## src/rtl/mem_line_requester.sv

```systemverilog
// Core-side requester for the line-wide memory port: single-word loads, and stores done
// as read-modify-write of the whole line. One request in flight at a time.
//
// state | meaning
// IDLE  | ready for a core request
// RD    | line read outstanding
// GAP   | merge store bytes into the latched line, memory request dropped for a cycle
// WR    | merged line write outstanding
// RESP  | one-cycle response to the core
module mem_line_requester #(
    parameter int BITSIZE          = 32,
    parameter int N_WORDS_PER_ADDR = 4,
    parameter int TIMEOUT_CYCLES   = 64
) (
    input  logic                                  clk,
    input  logic                                  reset_i,
    input  logic                                  req_valid_i,
    output logic                                  req_ready_o,
    input  logic                                  req_we_i,
    input  logic [31:0]                           req_addr_i,
    input  logic [BITSIZE-1:0]                    req_wdata_i,
    input  logic [BITSIZE/8-1:0]                  req_be_i,
    output logic                                  rsp_valid_o,
    output logic [BITSIZE-1:0]                    rsp_rdata_o,
    output logic                                  rsp_err_o,
    output logic [31:0]                           mem_addr_o,
    output logic [BITSIZE*N_WORDS_PER_ADDR-1:0]   mem_data_o,
    input  logic [BITSIZE*N_WORDS_PER_ADDR-1:0]   mem_data_i,
    output logic                                  mem_store_o,
    output logic                                  mem_valid_o,
    input  logic                                  mem_valid_i
);

    localparam int LW   = BITSIZE * N_WORDS_PER_ADDR;
    localparam int NB   = BITSIZE / 8;
    localparam int WS_W = $clog2(N_WORDS_PER_ADDR);
    localparam int TW   = $clog2(TIMEOUT_CYCLES);

    typedef enum logic [2:0] {IDLE, RD, GAP, WR, RESP} state_t;

    state_t             state;
    logic               we_q;
    logic [WS_W-1:0]    ws_q;
    logic [BITSIZE-1:0] wdata_q;
    logic [NB-1:0]      be_q;
    logic [LW-1:0]      line_q;
    logic [LW-1:0]      merged;
    logic [BITSIZE-1:0] rd_word;
    logic [TW-1:0]      tcnt;
    logic               tc_hit;

    assign mem_data_o = line_q;
    assign tc_hit     = (tcnt == TW'(TIMEOUT_CYCLES - 1));

    always_comb begin
        rd_word = '0;
        for (int w = 0; w < N_WORDS_PER_ADDR; w++)
            if (ws_q == WS_W'(w))
                rd_word = mem_data_i[w*BITSIZE +: BITSIZE];
    end

    always_comb begin
        merged = line_q;
        for (int w = 0; w < N_WORDS_PER_ADDR; w++)
            for (int b = 0; b < NB; b++)
                if (ws_q == WS_W'(w) && be_q[b])
                    merged[w*BITSIZE + b*8 +: 8] = wdata_q[b*8 +: 8];
    end

    always_ff @(posedge clk) begin
        if (reset_i) begin
            state       <= IDLE;
            req_ready_o <= 1'b1;
            rsp_valid_o <= 1'b0;
            rsp_rdata_o <= '0;
            rsp_err_o   <= 1'b0;
            mem_addr_o  <= '0;
            mem_store_o <= 1'b0;
            mem_valid_o <= 1'b0;
            line_q      <= '0;
            we_q        <= 1'b0;
            ws_q        <= '0;
            wdata_q     <= '0;
            be_q        <= '0;
            tcnt        <= '0;
        end else begin
            rsp_valid_o <= 1'b0;
            case (state)
                IDLE: begin
                    if (req_valid_i) begin
                        we_q        <= req_we_i;
                        ws_q        <= req_addr_i[WS_W+1:2];
                        wdata_q     <= req_wdata_i;
                        be_q        <= req_be_i;
                        mem_addr_o  <= {req_addr_i[31:WS_W+2], {(WS_W+2){1'b0}}};
                        mem_store_o <= 1'b0;
                        req_ready_o <= 1'b0;
                        if (req_addr_i[1:0] != 2'b00) begin
                            state       <= RESP;
                            rsp_valid_o <= 1'b1;
                            rsp_err_o   <= 1'b1;
                            rsp_rdata_o <= '0;
                        end else begin
                            state       <= RD;
                            mem_valid_o <= 1'b1;
                            tcnt        <= '0;
                        end
                    end
                end
                RD: begin
                    if (mem_valid_i) begin
                        line_q      <= mem_data_i;
                        mem_valid_o <= 1'b0;
                        if (we_q) begin
                            state <= GAP;
                        end else begin
                            state       <= RESP;
                            rsp_valid_o <= 1'b1;
                            rsp_err_o   <= 1'b0;
                            rsp_rdata_o <= rd_word;
                        end
                    end else if (tc_hit) begin
                        mem_valid_o <= 1'b0;
                        state       <= RESP;
                        rsp_valid_o <= 1'b1;
                        rsp_err_o   <= 1'b1;
                        rsp_rdata_o <= '0;
                    end else begin
                        tcnt <= tcnt + 1'b1;
                    end
                end
                GAP: begin
                    line_q      <= merged;
                    state       <= WR;
                    mem_valid_o <= 1'b1;
                    mem_store_o <= 1'b1;
                    tcnt        <= '0;
                end
                WR: begin
                    // Completion and timeout both end the write; only the error flag differs.
                    if (mem_valid_i || tc_hit) begin
                        mem_valid_o <= 1'b0;
                        mem_store_o <= 1'b0;
                        state       <= RESP;
                        rsp_valid_o <= 1'b1;
                        rsp_err_o   <= ~mem_valid_i;
                        rsp_rdata_o <= '0;
                    end else begin
                        tcnt <= tcnt + 1'b1;
                    end
                end
                RESP: begin
                    state       <= IDLE;
                    req_ready_o <= 1'b1;
                    rsp_err_o   <= 1'b0;
                    rsp_rdata_o <= '0;
                end
                default: begin
                    state       <= IDLE;
                    req_ready_o <= 1'b1;
                    mem_valid_o <= 1'b0;
                    mem_store_o <= 1'b0;
                end
            endcase
        end
    end

endmodule
```

## config.mk

```make
export PLATFORM = sky130hd
export DESIGN_NAME = mem_line_requester
export DESIGN_NICKNAME = d
export VERILOG_FILES = /design/src/rtl/mem_line_requester.sv
export SDC_FILE = /design/constraint.sdc
export NUM_CORES = 1
export LEC_CHECK = 0
export BUFFER_PORTS_ARGS = -buffer_cell sky130_fd_sc_hd__buf_2
export CAP_MARGIN = 20
export CORE_MARGIN = 2
export CORE_UTILIZATION = 45
export CTS_BUF_LIST = sky130_fd_sc_hd__clkbuf_4
export CTS_CLUSTER_SIZE = 25
export DETAILED_ROUTE_END_ITERATION = 6
export PLACE_DENSITY = 0.73
export SYNTH_ARGS = -nofsm -noshare
export SYNTH_HDL_FRONTEND = slang
export SYNTH_SLANG_ARGS = --single-unit
```

## constraint.sdc

```tcl
create_clock -name clk -period 1.8 [get_ports clk]
set_input_delay 0.18 -clock clk [delete_from_list [all_inputs] [get_ports clk]]
set_output_delay 0.18 -clock clk [all_outputs]
set_load 0.005 [all_outputs]
```

==> metrics.txt, run 1 <==
status=finished, violations left; violated checks=setup timing; CP arrival=2390 ps; pins over their slew limit=0; crit-path max FO=15; CTS tree=yes; Post-DP Area=13,400 um^2; Adder-Cell Fraction of Synth Area=0.117%; Setup CP Type=reg -> reg; share of the synthesized area in the top cell type=44.9%; Setup WS post-layout=-12.4 ps; vias in the first global route=12,300; EDFF count, synth=0; Hold Crit Class=in -> reg; Pwr Density=791 nW/um^2; mux share of post-synthesis cell area=9.79%; final worst-path cycle share=101%; min-delay src=req_addr_i[8]; IO Port Bufs=393; r2r endpoint=mem_data_o[71]; Final ANT Viol Nets=0; die area=25,100 um^2; Starting Density=45.7%; core region area=23,500 um^2; Clock Path Buffers=3; area leader, netlist=dfxtp_1; Tmin final=1810 ps; clock latency on the worst-skew pair=670 ps; Max IR drop VDD=647 uV; Lkg Pwr=7.29 nW; Compound-Gate Fraction of Synth Area=23.2%; Routed WL=44,600 um; r2r startpoint=state[2]; asr flop ratio synth=0%; RSZ-0062 raised after global routing=true; Root Driver=clkbuf_4; commonest non-fill, non-tap cell in the layout=buf_2; # Max-Cap Violations=0; first-pass GRT wire length=63,100 um; die span in y=158 um; fin area=16,900 um^2; First-pass DRT Iterations=5; maximum clock frequency=552 MHz; most frequent cells in the layout=buf_2, dfxtp_1, a21oi_1; main combinational cell family by area after synthesis=compound AO/OA/AOI/OAI gates; Clk pin slew, worst setup/hold paths=70 ps; grt ovf=0; Final Total Pwr=0.0134 W; Reg2Reg Setup Slack=-10 ps; Synth cell types=48; fin nets=2,049; sequential area share after synthesis=44.9%; Mapped Area=10,700 um^2; synthesis-stage register bit count=241; Synth area leaders=dfxtp_1, a21oi_1, a211oi_1; Critical Path End Type=register; placed wire-length estimate=26,600 um; leading register cell type out of synthesis=dfxtp_1; drc violations=0; Clock Sinks=241; Die Wd=158 um; worst rel slew slack=64.5%; YS warnings=0; post-synthesis average cell area=8.99 um^2; Starting DRT DRC Count=1,316; WHS Endpoint=mem_addr_o[8]; Worst setup SP type=register; setup_tns=-53.6 ps; vias per std cell=5.64; final hold vios=0; Cell Rows=56; initial antenna violation count=6; via count=12,500; Post-Synth Simple-Gate Area=16.8%; Worst Tran Pin Value=532 ps; final setup fails=8; share of layout cells above drive strength 1=37.3%; XOR/XNOR Fraction of Synth Area=0%; Clock Skew=46.5 ps; Routability Congestion=0.921; CP required=2380 ps; P&R area growth vs syn=57.5%; synthesized instance count=1,194; hold path cells=4; pin count of the biggest net entering global routing=108; top-level port count=398; GRT Overall Usage=32.2%; FF-to-FF path depth=6; Num CTS Buffers=67; WL per Instance=20.1 um; H-tree levels=3
worst max-delay path by stage:
stage,cells after the start,startpoint,to,slack [ps]
4_1_cts,6,state[0],rsp_rdata_o[21],0.7
5_1_grt,5,ws_q[1],mem_data_o[32],-90
2_1_floorplan,7,state[1],mem_data_o[13],90
6_report,6,state[2],mem_data_o[71],-10
3_5_place_dp,6,state[2],mem_data_o[26],-10
3_3_place_gp,5,state[0],rsp_valid_o,30
registers in the layout, summed over array words and instances, names as in the netlist:
register	flops
mem_valid_o	1
rsp_valid_o	1
rsp_err_o	1
be_q	4
rsp_rdata_o	32
req_ready_o	1
tcnt	6
we_q	1
state	3
mem_addr_o	28
mem_data_o	128
wdata_q	32
ws_q	2
mem_store_o	1
repair_timing:
| item | 4_1_cts | 5_1_grt |
|---|---|---|
| cloned | 0 | 9 |
| resized for setup | 8 | 58 |
| setup endpoints to repair | 46 | 143 |
| setup buffers | 1 | 21 |
| hold buffers | 200 | 0 |
| endpoints found under the hold margin | 214 | 0 |
| pin swaps | 1 | 17 |
worst max-delay path, cell delays in order (launching register included):
cell      delay [ps]
dfxtp_2          340
or4b_4           570
buf_6            170
o21ai_4          160
buf_12           150
nor2_1            80
a211oi_2         250
logic make-up (layout without fill, tap and decap cells):
| group | count (synthesis) | in the layout |
|---|---|---|
| AND/OR/NAND/NOR | 408 | 408 |
| AO/OA/AOI/OAI | 375 | 376 |
| flip-flops | 241 | 241 |
| buffers and inverters | 103 | 798 |
| multiplexers | 65 | 65 |
| adder cells (fa/ha/maj) | 1 | 1 |
| other | 1 | 10 |
final cells by class:
type / instances / area (um^2)
fill: 1606 / 6570
multi-input combinational: 854 / 5620
timing repair buffer: 683 / 5150
sequential: 241 / 4840
clock buffer: 101 / 758
tap: 319 / 399
clock inverter: 14 / 119
antenna: 6 / 15.0
Yosys cell counts (2+ instances only):
cell / number
a2111oi_0: 4
a211oi_1: 112
a211oi_2: 16
a21o_1: 2
a21oi_1: 202
and3_1: 32
buf_1: 10
buf_2: 17
buf_4: 18
buf_6: 9
clkbuf_1: 49
dfxtp_1: 241
mux2i_1: 33
mux4_2: 32
nand2_1: 179
nand2b_1: 38
nand3_1: 4
nand4bb_1: 2
nor2_1: 134
nor2b_1: 3
o21a_1: 3
o21ai_0: 8
o21ai_2: 5
o21ai_4: 12
o31ai_1: 3
or3_1: 2
or4_1: 3
metal layers:
metal / track usage (%) / wire, um / vias up
met3: 8.46 / 4310 / 224
met4: 17.7 / 2250 / 2
li1: - / - / 5628
met5: 0 / 13 / -
met2: 54.3 / 21400 / 888
met1: 37.3 / 16700 / 5757
per-stage QoR:
| step | std cells | hold slack, ps | setup slack [ps] | utilization, % |
|---|---|---|---|---|
| 6_report | 2218 | 304 | -12.4 | 72.0 |
| 3_5_place_dp | 1866 | 423 | -15.0 | 57.0 |
| 5_1_grt | 2217 | 288 | -94.3 | 72.0 |
| 2_1_floorplan | 1197 | 316 | 86.6 | - |
| 4_1_cts | 2182 | 242 | 0.729 | 69.4 |
| 3_3_place_gp | 1866 | 419 | 29.6 | 57.0 |
where the power goes:
part	internal, W	leakage (nW)	switching [W]	total [W]
clock	0.00285	0.517	0.00241	0.00526
sequential	0.00556	1.96	0.000135	0.00570
combinational	0.00123	4.81	0.00119	0.00242
total	0.00964	7.29	0.00373	0.0134
(Power assumes the default switching activity.)
==> inputs of run 2 (changes only) <==
CTS_BUF_LIST = sky130_fd_sc_hd__clkbuf_8   (was sky130_fd_sc_hd__clkbuf_4)
==> run 2 against run 1 <==
Sequential share of layout area is 1.2 points higher. Flip-flop and latch count stayed put. Highest routed layer unchanged. Global-route usage is 1.5 points lower. Critical endpoint is now rsp_rdata_o[30]. Wire length is 4.7% lower. The run still ends with setup timing left. Largest cell class unchanged.
==> metrics.txt, run 2 (synthesis results as in run 1) <==
crit-path max cell delay=410 ps; H-tree levels=2; Tmin final=1810 ps; CTS tree=yes; violated checks=setup timing; slowest CP cell=o32a_1; Max IR drop VDD=581 uV; cell family with the largest share of critical-path delay=compound AO/OA/AOI/OAI gates; Routability Congestion=0.921; final setup fails=7; Worst setup SP type=register; crit-path max FO=5; P&R area growth vs syn=51.1%; hold path cells=3; crit path buf inv count=2; Final ANT Viol Nets=0; clock latency on the worst-skew pair=540 ps; vias in the first global route=11,500; Clock Sinks=241; RSZ-0062 raised after global routing=true; fin nets=1,966; worst hold margin=25.2 ps; FF-to-FF path depth=7; Critical Path End Type=register; die span in y=158 um; r2r startpoint=tcnt[1]; Die Wd=158 um; Hold Crit Class=in -> reg; Cell Rows=56; placed wire-length estimate=26,600 um; Starting Density=45.7%; number of flip-flops under the largest register name=128; min-delay src=mem_data_i[102]; status=finished, violations left; GRT Overall Usage=30.7%; Num CTS Buffers=42; share of layout cells above drive strength 1=35.6%; Setup crit start=tcnt[1]; Clk pin slew, worst setup/hold paths=60 ps; worst rel slew slack=62.9%; vias per std cell=5.61; Post-DP Area=13,400 um^2; drc violations=0; final hold vios=0; Clock Path Buffers=3; core region area=23,500 um^2; grt ovf=0; Pwr Density=802 nW/um^2; Lkg Pwr=6.99 nW; WL per Instance=20.1 um; fin area=16,200 um^2; Clock Skew=18.3 ps; first-pass GRT wire length=60,300 um; via count=11,900; CP arrival=2270 ps; Worst Tran Pin Value=557 ps; Root Driver=clkbuf_8; Setup WS post-layout=-13.9 ps; First-pass DRT Iterations=6; maximum clock frequency=551 MHz; die area=25,100 um^2; CP required=2250 ps; top-level port count=398; # Max-Cap Violations=0; final worst-path cycle share=101%; pins over their slew limit=0; r2r endpoint=rsp_rdata_o[30]; commonest non-fill, non-tap cell in the layout=buf_2; Setup CP Type=reg -> reg; crit-path cells=ha_4 -> nand3_4 -> o32a_1 -> o21ai_4 -> buf_12 -> clkbuf_16 -> mux2i_1; Reg2Reg Setup Slack=-10 ps; Routed WL=42,500 um; IO Port Bufs=393; initial antenna violation count=5; Starting DRT DRC Count=1,176; pin count of the biggest net entering global routing=108; WHS Endpoint=mem_data_o[102]; most frequent cells in the layout=buf_2, dfxtp_1, a21oi_1
run 2: changes by cell type in the layout (fill, tap and decap cells not counted), moves of 3 or more:
cell | before | now
inv_1 | 0 | 12
dlygate4sd3_1 | 200 | 148
nor2_1 | 129 | 133
a211oi_2 | 39 | 33
clkbuf_4 | 101 | 0
clkinv_2 | 1 | 4
buf_6 | 14 | 9
clkinv_1 | 7 | 0
nor2_2 | 4 | 0
a211oi_1 | 89 | 95
clkbuf_8 | 0 | 54
run 2: power by group:
group | switching (W) | internal (W)
clock | 0.00223 | 0.00281
combinational | 0.00113 | 0.00113
sequential | 0.000132 | 0.00557
run 2: stage by stage:
step | TNS (ps) | total power [W] | utilization (%) | std cells | setup WS (ps)
floorplan | 0 | 0.00675 | - | 1197 | 86.6
finish | -48.2 | 0.0130 | 69.1 | 2114 | -13.9
detailed placement | -44.1 | 0.00759 | 57.0 | 1866 | -15.0
global route | -2350 | 0.0135 | 69.1 | 2114 | -91.3
CTS | 0 | 0.0129 | 66.9 | 2085 | 3.14
global placement | 0 | 0.00755 | 57.0 | 1866 | 29.6
run 2: cell type report:
cell class | count | area, um^2
fillers | 1728 | 7250
multi-input cells | 855 | 5590
flip-flops and latches | 241 | 4840
repair buffers | 624 | 4550
clock buffers | 54 | 743
well taps | 319 | 399
clock inverters | 17 | 95.1
diodes | 4 | 10.0
run 2: routing by layer:
metal	GRT usage, %	vias to the layer above	share of wire (%)
met2	52.1	770	48
met1	36.2	5479	38
li1	-	5415	-
met4	14.2	2	4.7
met5	0	-	0.031
met3	8.11	197	9.1
run 2: repair_timing:
item,4_1_cts,5_1_grt
cloned,0,9
setup buffers,0,16
setup endpoints to repair,13,141
endpoints found under the hold margin,151,0
resized for setup,4,44
hold buffers,148,0
pin swaps,0,14
run 2: tightest hold or removal path, stage by stage:
cell	delay (ps)
buf_2	120
a21oi_1	130
a211oi_1	80
run 2: how the worst max path moves through the flow:
stage / to / slack [ps] / cells after the start
2_1_floorplan: mem_data_o[13] / 90 / 7
3_3_place_gp: rsp_valid_o / 30 / 5
3_5_place_dp: mem_data_o[26] / -10 / 6
4_1_cts: mem_data_o[19] / 3 / 6
5_1_grt: rsp_rdata_o[2] / -90 / 7
6_report: rsp_rdata_o[30] / -10 / 7
==> inputs of run 3 (changes only) <==
HOLD_SLACK_MARGIN = 0.08   (was not set)
==> run 3 against run 2 <==
The run still ends with setup timing left. Clock-buffer cell count unchanged. Hold slack gained 90 ps. Fmax is 7.9% lower. Sequential share of layout area decreased by 1.3 points. Via count increased by 5.1%. Non-clock buffer count up 62. Clock skew decreased by 3.4 ps. Die area stayed put. Critical path depth unchanged. Clock power is 1% higher. Flip-flop and latch count stayed put. Largest cell class unchanged. Highest routed layer unchanged.
==> metrics.txt, run 3 (synthesis results as in run 1) <==
vias per std cell=5.72; IO Port Bufs=393; first-pass GRT wire length=62,100 um; final hold vios=0; crit-path max FO=16; Pwr Density=778 nW/um^2; CP arrival=2340 ps; Worst Tran Pin Value=529 ps; commonest non-fill, non-tap cell in the layout=buf_2; Tmin final=1970 ps; Root Driver=clkbuf_8; core region area=23,500 um^2; H-tree levels=2; placed wire-length estimate=26,600 um; crit-path cells=buf_12 -> nand4bb_4 -> buf_12 -> o21ai_2 -> buf_12 -> nor2_1 -> a211oi_1; grt ovf=0; P&R area growth vs syn=58.3%; CP required=2170 ps; number of flip-flops under the largest register name=128; pins over their slew limit=0; Fillers=1,577; crit-path max cell delay=480 ps; maximum clock frequency=508 MHz; vias in the first global route=11,900; RSZ-0062 raised after global routing=true; worst rel slew slack=64.5%; share of layout cells above drive strength 1=35.7%; die area=25,100 um^2; most used cell, CP=buf_12; Die Wd=158 um; WL per Instance=20.9 um; die span in y=158 um; most frequent cells in the layout=buf_2, dfxtp_1, a21oi_1; slowest CP cell=a211oi_1; Clock Sinks=241; Starting Density=45.7%; Critical Path End Type=register; Setup WS post-layout=-170 ps; top-level port count=398; CTS tree=yes; Final Total Pwr=0.0132 W; clock latency on the worst-skew pair=540 ps; Worst setup SP type=register; initial antenna violation count=5; pin count of the biggest net entering global routing=108; Hold Crit Class=in -> reg; Final ANT Viol Nets=0; Cell Rows=56; GRT Overall Usage=31.5%; Num CTS Buffers=42; via count=12,500; Clock Path Buffers=3; worst hold margin=115 ps; Lkg Pwr=7.31 nW; fin nets=2,029; crit path buf inv count=3; Clock Skew=14.9 ps; drc violations=0; Clk pin slew, worst setup/hold paths=60 ps; Starting DRT DRC Count=1,386; Setup CP Type=reg -> reg; # Max-Cap Violations=0; First-pass DRT Iterations=6; final setup fails=23; Max IR drop VDD=579 uV; violated checks=setup timing; Routed WL=45,600 um; setup_tns=-529 ps; Routability Congestion=0.921; final worst-path cycle share=109%; status=finished, violations left; cell family with the largest share of critical-path delay=compound AO/OA/AOI/OAI gates
-- run 3: changes by cell type in the layout (fill, tap and decap cells not counted), moves of 2 or more --
cell | before | now
buf_4 | 42 | 44
dlygate4sd3_1 | 148 | 197
clkbuf_16 | 6 | 11
nor2_2 | 0 | 5
buf_8 | 1 | 3
nor2_1 | 133 | 128
buf_6 | 9 | 12
-- run 3: power by group --
part	switching [W]	total [W]	internal, W
sequential	0.000137	0.00570	0.00557
combinational	0.00119	0.00242	0.00123
clock	0.00229	0.00510	0.00281
-- run 3: worst paths after layout --
check                                     from              end  slack, ps  cells past startpoint
worst max-delay path                  state[1]  mem_data_o[115]       -170                      7
worst max register to register        state[1]  mem_data_o[115]       -170                      7
worst min register to register   mem_addr_o[4]    mem_addr_o[4]        450                      2
worst min-delay path            mem_data_i[38]   mem_data_o[38]        110                      3
-- run 3: worst reg2reg max path: stages, from the launching register on --
cell	delay, ps
dfxtp_4	370
buf_12	130
nand4bb_4	290
buf_12	200
o21ai_2	80
buf_12	170
nor2_1	90
a211oi_1	480
-- run 3: cell type report --
type	instances	area, um^2	area share [%]
timing repair buffer	686	5260	31.0
sequential	241	4850	28.5
antenna	5	12.5	0.0736
clock buffer	54	743	4.37
clock inverter	17	95.1	0.560
tap	319	399	2.35
multi-input combinational	856	5640	33.2
-- run 3: through the flow --
stage               area (um^2)  setup slack [ps]  std cells  utilization [%]
floorplan                 10700              86.6       1197                -
global placement          13400              29.6       1866             57.0
detailed placement        13400             -15.0       1866             57.0
CTS                       16200              3.14       2134             69.0
global route              17000              -226       2177             72.4
finish                    17000              -170       2178             72.4
-- run 3: metal layers --
layer	share of wire (%)	up-vias	global-route usage [%]
met2	48	909	53.7
met5	0.029	-	0
li1	-	5546	-
met3	9.4	222	7.57
met4	5.4	2	15.6
met1	37	5787	37.3
-- run 3: repair_timing --
action | CTS | global route
hold endpoints to repair | 198 | 0
buffers inserted | 0 | 24
hold buffers | 197 | 0
cloned | 0 | 15
gates resized for setup | 4 | 66
pin swaps | 0 | 26
endpoints found under the setup margin | 13 | 146
